[src/rtl/regfile.sv]
// 32x32 register file: one synchronous write port, two combinational read ports
// with same-cycle write-to-read bypass; the ZERO_REG entry always reads as zero.
module regfile #(
  parameter int DATA_W   = 32,
  parameter int NUM_REGS = 32,
  parameter int ZERO_REG = 31
) (
  input  logic                        clk,
  input  logic                        reset,
  input  logic [$clog2(NUM_REGS)-1:0] ReadRegister1,
  input  logic [$clog2(NUM_REGS)-1:0] ReadRegister2,
  input  logic [$clog2(NUM_REGS)-1:0] WriteRegister,
  input  logic [DATA_W-1:0]           WriteData,
  input  logic                        RegWrite,
  output logic [DATA_W-1:0]           ReadData1,
  output logic [DATA_W-1:0]           ReadData2
);

  localparam int                 ADDR_W    = $clog2(NUM_REGS);
  localparam logic [ADDR_W-1:0]  ZERO_ADDR = ADDR_W'(ZERO_REG);

  logic [DATA_W-1:0]   mem [NUM_REGS];
  logic [NUM_REGS-1:0] wr_en;
  logic                bypass1;
  logic                bypass2;

  // Write decoder: one-hot enable gated by RegWrite, never selecting the zero register.
  always_comb begin
    // NOTE: default every always_comb output first so no path leaves it unassigned (no latch).
    wr_en = '0;
    if (RegWrite) begin
      wr_en[WriteRegister] = 1'b1;
    end
    wr_en[ZERO_REG] = 1'b0;
  end

  // NOTE: the storage array is cleared by reset because a read must never return X.
  always_ff @(posedge clk) begin
    for (int i = 0; i < NUM_REGS; i++) begin
      if (reset) begin
        // NOTE: sequential state uses non-blocking assignments so all flops update together.
        mem[i] <= '0;
      end else if (wr_en[i]) begin
        mem[i] <= WriteData;
      end
    end
  end

  assign bypass1 = RegWrite && (WriteRegister == ReadRegister1) && (ReadRegister1 != ZERO_ADDR);
  assign bypass2 = RegWrite && (WriteRegister == ReadRegister2) && (ReadRegister2 != ZERO_ADDR);

  // Zero register is forced in the mux so it reads 0 even before any write or reset.
  assign ReadData1 = (ReadRegister1 == ZERO_ADDR) ? '0
                   : bypass1                      ? WriteData
                   :                                mem[ReadRegister1];
  assign ReadData2 = (ReadRegister2 == ZERO_ADDR) ? '0
                   : bypass2                      ? WriteData
                   :                                mem[ReadRegister2];

endmodule
[config.mk]
export PLATFORM = sky130hd
export DESIGN_NAME = regfile
export DESIGN_NICKNAME = d
export VERILOG_FILES = /design/src/rtl/regfile.sv
export SDC_FILE = /design/constraint.sdc
export NUM_CORES = 2
export LEC_CHECK = 0
export CAP_MARGIN = 20
export CORE_ASPECT_RATIO = 0.6
export CORE_MARGIN = 2
export CORE_UTILIZATION = 51
export DETAILED_ROUTE_END_ITERATION = 6
export PLACE_DENSITY_LB_ADDON = 0.12
export SLEW_MARGIN = 30
export SYNTH_ARGS = -nofsm -noshare
export SYNTH_HDL_FRONTEND = slang
export SYNTH_SLANG_ARGS = --single-unit
[constraint.sdc]
create_clock -name clk -period 3.4 [get_ports clk]
set_input_delay 0.68 -clock clk [delete_from_list [all_inputs] [get_ports clk]]
set_output_delay 0.68 -clock clk [all_outputs]
set_load 0.005 [all_outputs]
==> metrics.yaml <==
yosys:
  syn-cell-area_mm2: 0.05431
  synth_cells: 3878
  synth_nets: 3928
  synth.top_cell.area_share: 0.5485
  synth-seq-cells: 992
  ys_types: 61
  yosys_warnings: 0
  synth_edf_count: 992
  ys_top_cells_by_area: "edfxtp_1 55%, mux4_2 14%, and2_1 11%"
  syn_area_per_cell_um2: 14.00
  yosysSeqAreaShare: 0.5485
  netlist.top_cell.by_area: "edfxtp_1"
  synthFlopType: "edfxtp_1"
  synthArstFlopShare: 0
die:
  start_util: 0.5156
  core_area_mm2: 0.1053
  rows: 92
  die_area_mm2: 0.1092
  die_h_um: 256.8
  ios: 114
  die_w_um: 425.3
global_routing:
  grt-ovfl-total: 0
  antenna_found_initial: 28
  grt_pass1_wl_mm: 308.1
  grtUsageTotal: 0.4046
  grt_max_degree: 33
  grt_pass1_vias: 40730
power:
  ir_drop_v: 0.0003998
  power_density_mw_per_mm2: 458.5
  leakage_nw: 24.79
  p_total_mw: 31.22
sta:
  rsz0062_at_grt: "yes"
  max-slew-margin-rel: 0.5576
  maxSlewViolCount: 0
  max_freq_mhz: 284.9
  hold_ws_ns: 0.8480
  setup_viol: 14
  worst_slew_pin_slew_ns: 0.6619
  fin_crit_ns: 3.509
  layout_setup_ws_ns: -0.1095
  post-route-period-util: 1.032
  finalHoldViolCount: 0
clock_network:
  htree_num_levels: 3
  root_buffer: "clkbuf_16"
  numCtsBuffers: 96
  cts_tree: "done"
  cts_sinks: 992
  path_clk_slew_ns: 0.06
  clk_path_buf_depth: 3
placed_design:
  dp_slack_ns: -0.7335
  finalWeightedCongestion: 0.9678
  dpl-instance-area_mm2: 0.06170
  dpl.hpwl_mm: 144.9
  port_buffers: 113
worst_setup_path:
  setup.worst_path.class: "in -> out"
  cp_max_fo: 6
  required_ns: 2.72
  endpoint_kind: "output pin"
  startpoint_type: "input pin"
  cp_data_arrival_time_ns: 2.83
job:
  maxCapViolCount: 0
worst_hold_path:
  hp-class: "in -> reg"
  whs_path_depth: 2
detailed_routing:
  vias_per_cell: 6.978
  wl_mm: 221.7
  vias: 40840
  wire_per_inst_um: 37.87
  drtAntennaViolNets: 0
  first_pass_iters: 6
  initialDrtViolationCount: 6558
  drcViolationCount: 0
cells_and_area:
  fill_cells: 7523
  regMostFlops: "mem"
  largest_reg_flops: 992
  reg_top3: "mem (992)"
  design_area_mm2: 0.06809
  syn2layout_area_growth_pct: 25.37
  drive_gt1_frac: 0.3542
  nets: 4412
outcome:
  violations: "negative setup slack"
  run_status: "finished with violations"
==> worst paths after layout <==
kind	from	to	slack, ns
worst max-delay path	ReadRegister1[0]	ReadData1[1]	-0.11
worst min-delay path	WriteData[17]	mem[15][17]	0.85
==> worst max-delay path: stages <==
cell	delay, ns
buf_16	0.14
buf_4	0.13
buf_12	0.11
buf_4	0.11
mux4_2	0.49
a22o_1	0.27
a221oi_2	0.31
o21ai_1	0.14
mux2_4	0.31
buf_2	0.14
==> cell families (layout without fill, tap and decap cells) <==
logic type	after synthesis	after routing	synth area share
other cells	0	2	0
xor+xnor	10	10	0.001613
buf+inv	439	1002	0.03552
flops	992	992	0.5485
simple gates	1239	1239	0.1374
mux	673	673	0.2050
compound gates	525	525	0.07197
==> cell type report <==
| type | count | area (µm²) | area share |
|---|---|---|---|
| multi-input combinational | 2447 | 24430 | 0.3589 |
| timing repair buffer | 810 | 8773 | 0.1289 |
| tap | 1410 | 1764 | 0.02591 |
| inverter | 15 | 56.30 | 0.0008269 |
| clock inverter | 70 | 823.3 | 0.01209 |
| clock buffer | 107 | 2444 | 0.03589 |
| antenna | 2 | 5.005 | 0.00007350 |
| sequential | 992 | 29790 | 0.4375 |
==> repair_timing <==
item                                    CTS  global route
cloned                                   14             2
setup buffers                            99            54
gates resized for setup                 489           149
hold endpoints to repair                  0             0
hold buffers                              0             0
endpoints found under the setup margin   64            58
pin swaps                                95            77
==> metrics by stage <==
step                      std cells  setup TNS (ns)    util
final                          5853         -0.6194  0.6465
after global placement         5522          -34.31  0.5858
after floorplan                3878               0       -
after detailed placement       5522          -33.97  0.5858
after CTS                      5805          -1.072  0.6399
after global routing           5853         -0.8937  0.6465
==> power breakdown <==
part | total (mW) | internal, mW | switching, mW
combinational | 5.21 | 2.34 | 2.86
clock | 11.5 | 6.49 | 5.02
sequential | 14.5 | 14.1 | 0.373
total | 31.2 | 23.0 | 8.25
==> placed cells by master, fill, tap and decap left out, types with 18 or more instances in the layout <==
| master | instances |
|---|---|
| a21oi_1 | 20 |
| a21oi_2 | 19 |
| a221oi_2 | 20 |
| a22o_1 | 34 |
| a22oi_1 | 86 |
| a22oi_2 | 27 |
| and2_1 | 992 |
| buf_12 | 152 |
| buf_16 | 18 |
| buf_2 | 40 |
| buf_4 | 467 |
| buf_6 | 50 |
| buf_8 | 20 |
| clkbuf_16 | 98 |
| clkdlybuf4s50_1 | 33 |
| clkinv_1 | 20 |
| edfxtp_1 | 992 |
| mux2_2 | 40 |
| mux2i_1 | 264 |
| mux4_2 | 347 |
| nand2_1 | 37 |
| nand3_1 | 58 |
| nor2_1 | 29 |
| nor2_4 | 36 |
| o21ai_0 | 34 |
| o21bai_4 | 31 |
| o221ai_1 | 20 |
| o22a_1 | 30 |
| o2bb2ai_1 | 19 |
==> metal layers <==
metal	up-vias	wire length (µm)	share of wire	GRT usage
li1	15860	-	-	-
met3	715	38530	0.17	0.1625
met1	20470	79150	0.36	0.5558
met4	4	12440	0.056	0.1886
met2	3789	91480	0.41	0.5609
met5	-	69	0.00031	0.003509
==> Yosys cell counts (7+ instances only) <==
cell	instances
a211oi_1	22
a21o_1	11
a21oi_1	40
a221o_1	11
a221oi_1	34
a22o_1	39
a22oi_1	113
a2bb2oi_1	9
a31oi_1	12
and2_1	993
and4_1	20
buf_1	15
buf_2	72
buf_4	35
clkbuf_1	295
edfxtp_1	992
inv_1	14
mux2_2	43
mux2i_1	283
mux4_2	347
nand2_1	38
nand2b_1	11
nand3_1	63
nor2_1	71
nor2_2	7
nor2b_1	10
o211ai_1	17
o21ai_0	52
o21ai_1	7
o21bai_1	31
o221ai_1	21
o22a_1	31
o22ai_1	22
o2bb2ai_1	22
o31ai_1	13
xor2_1	8
Power figures use the tool's default switching activity.
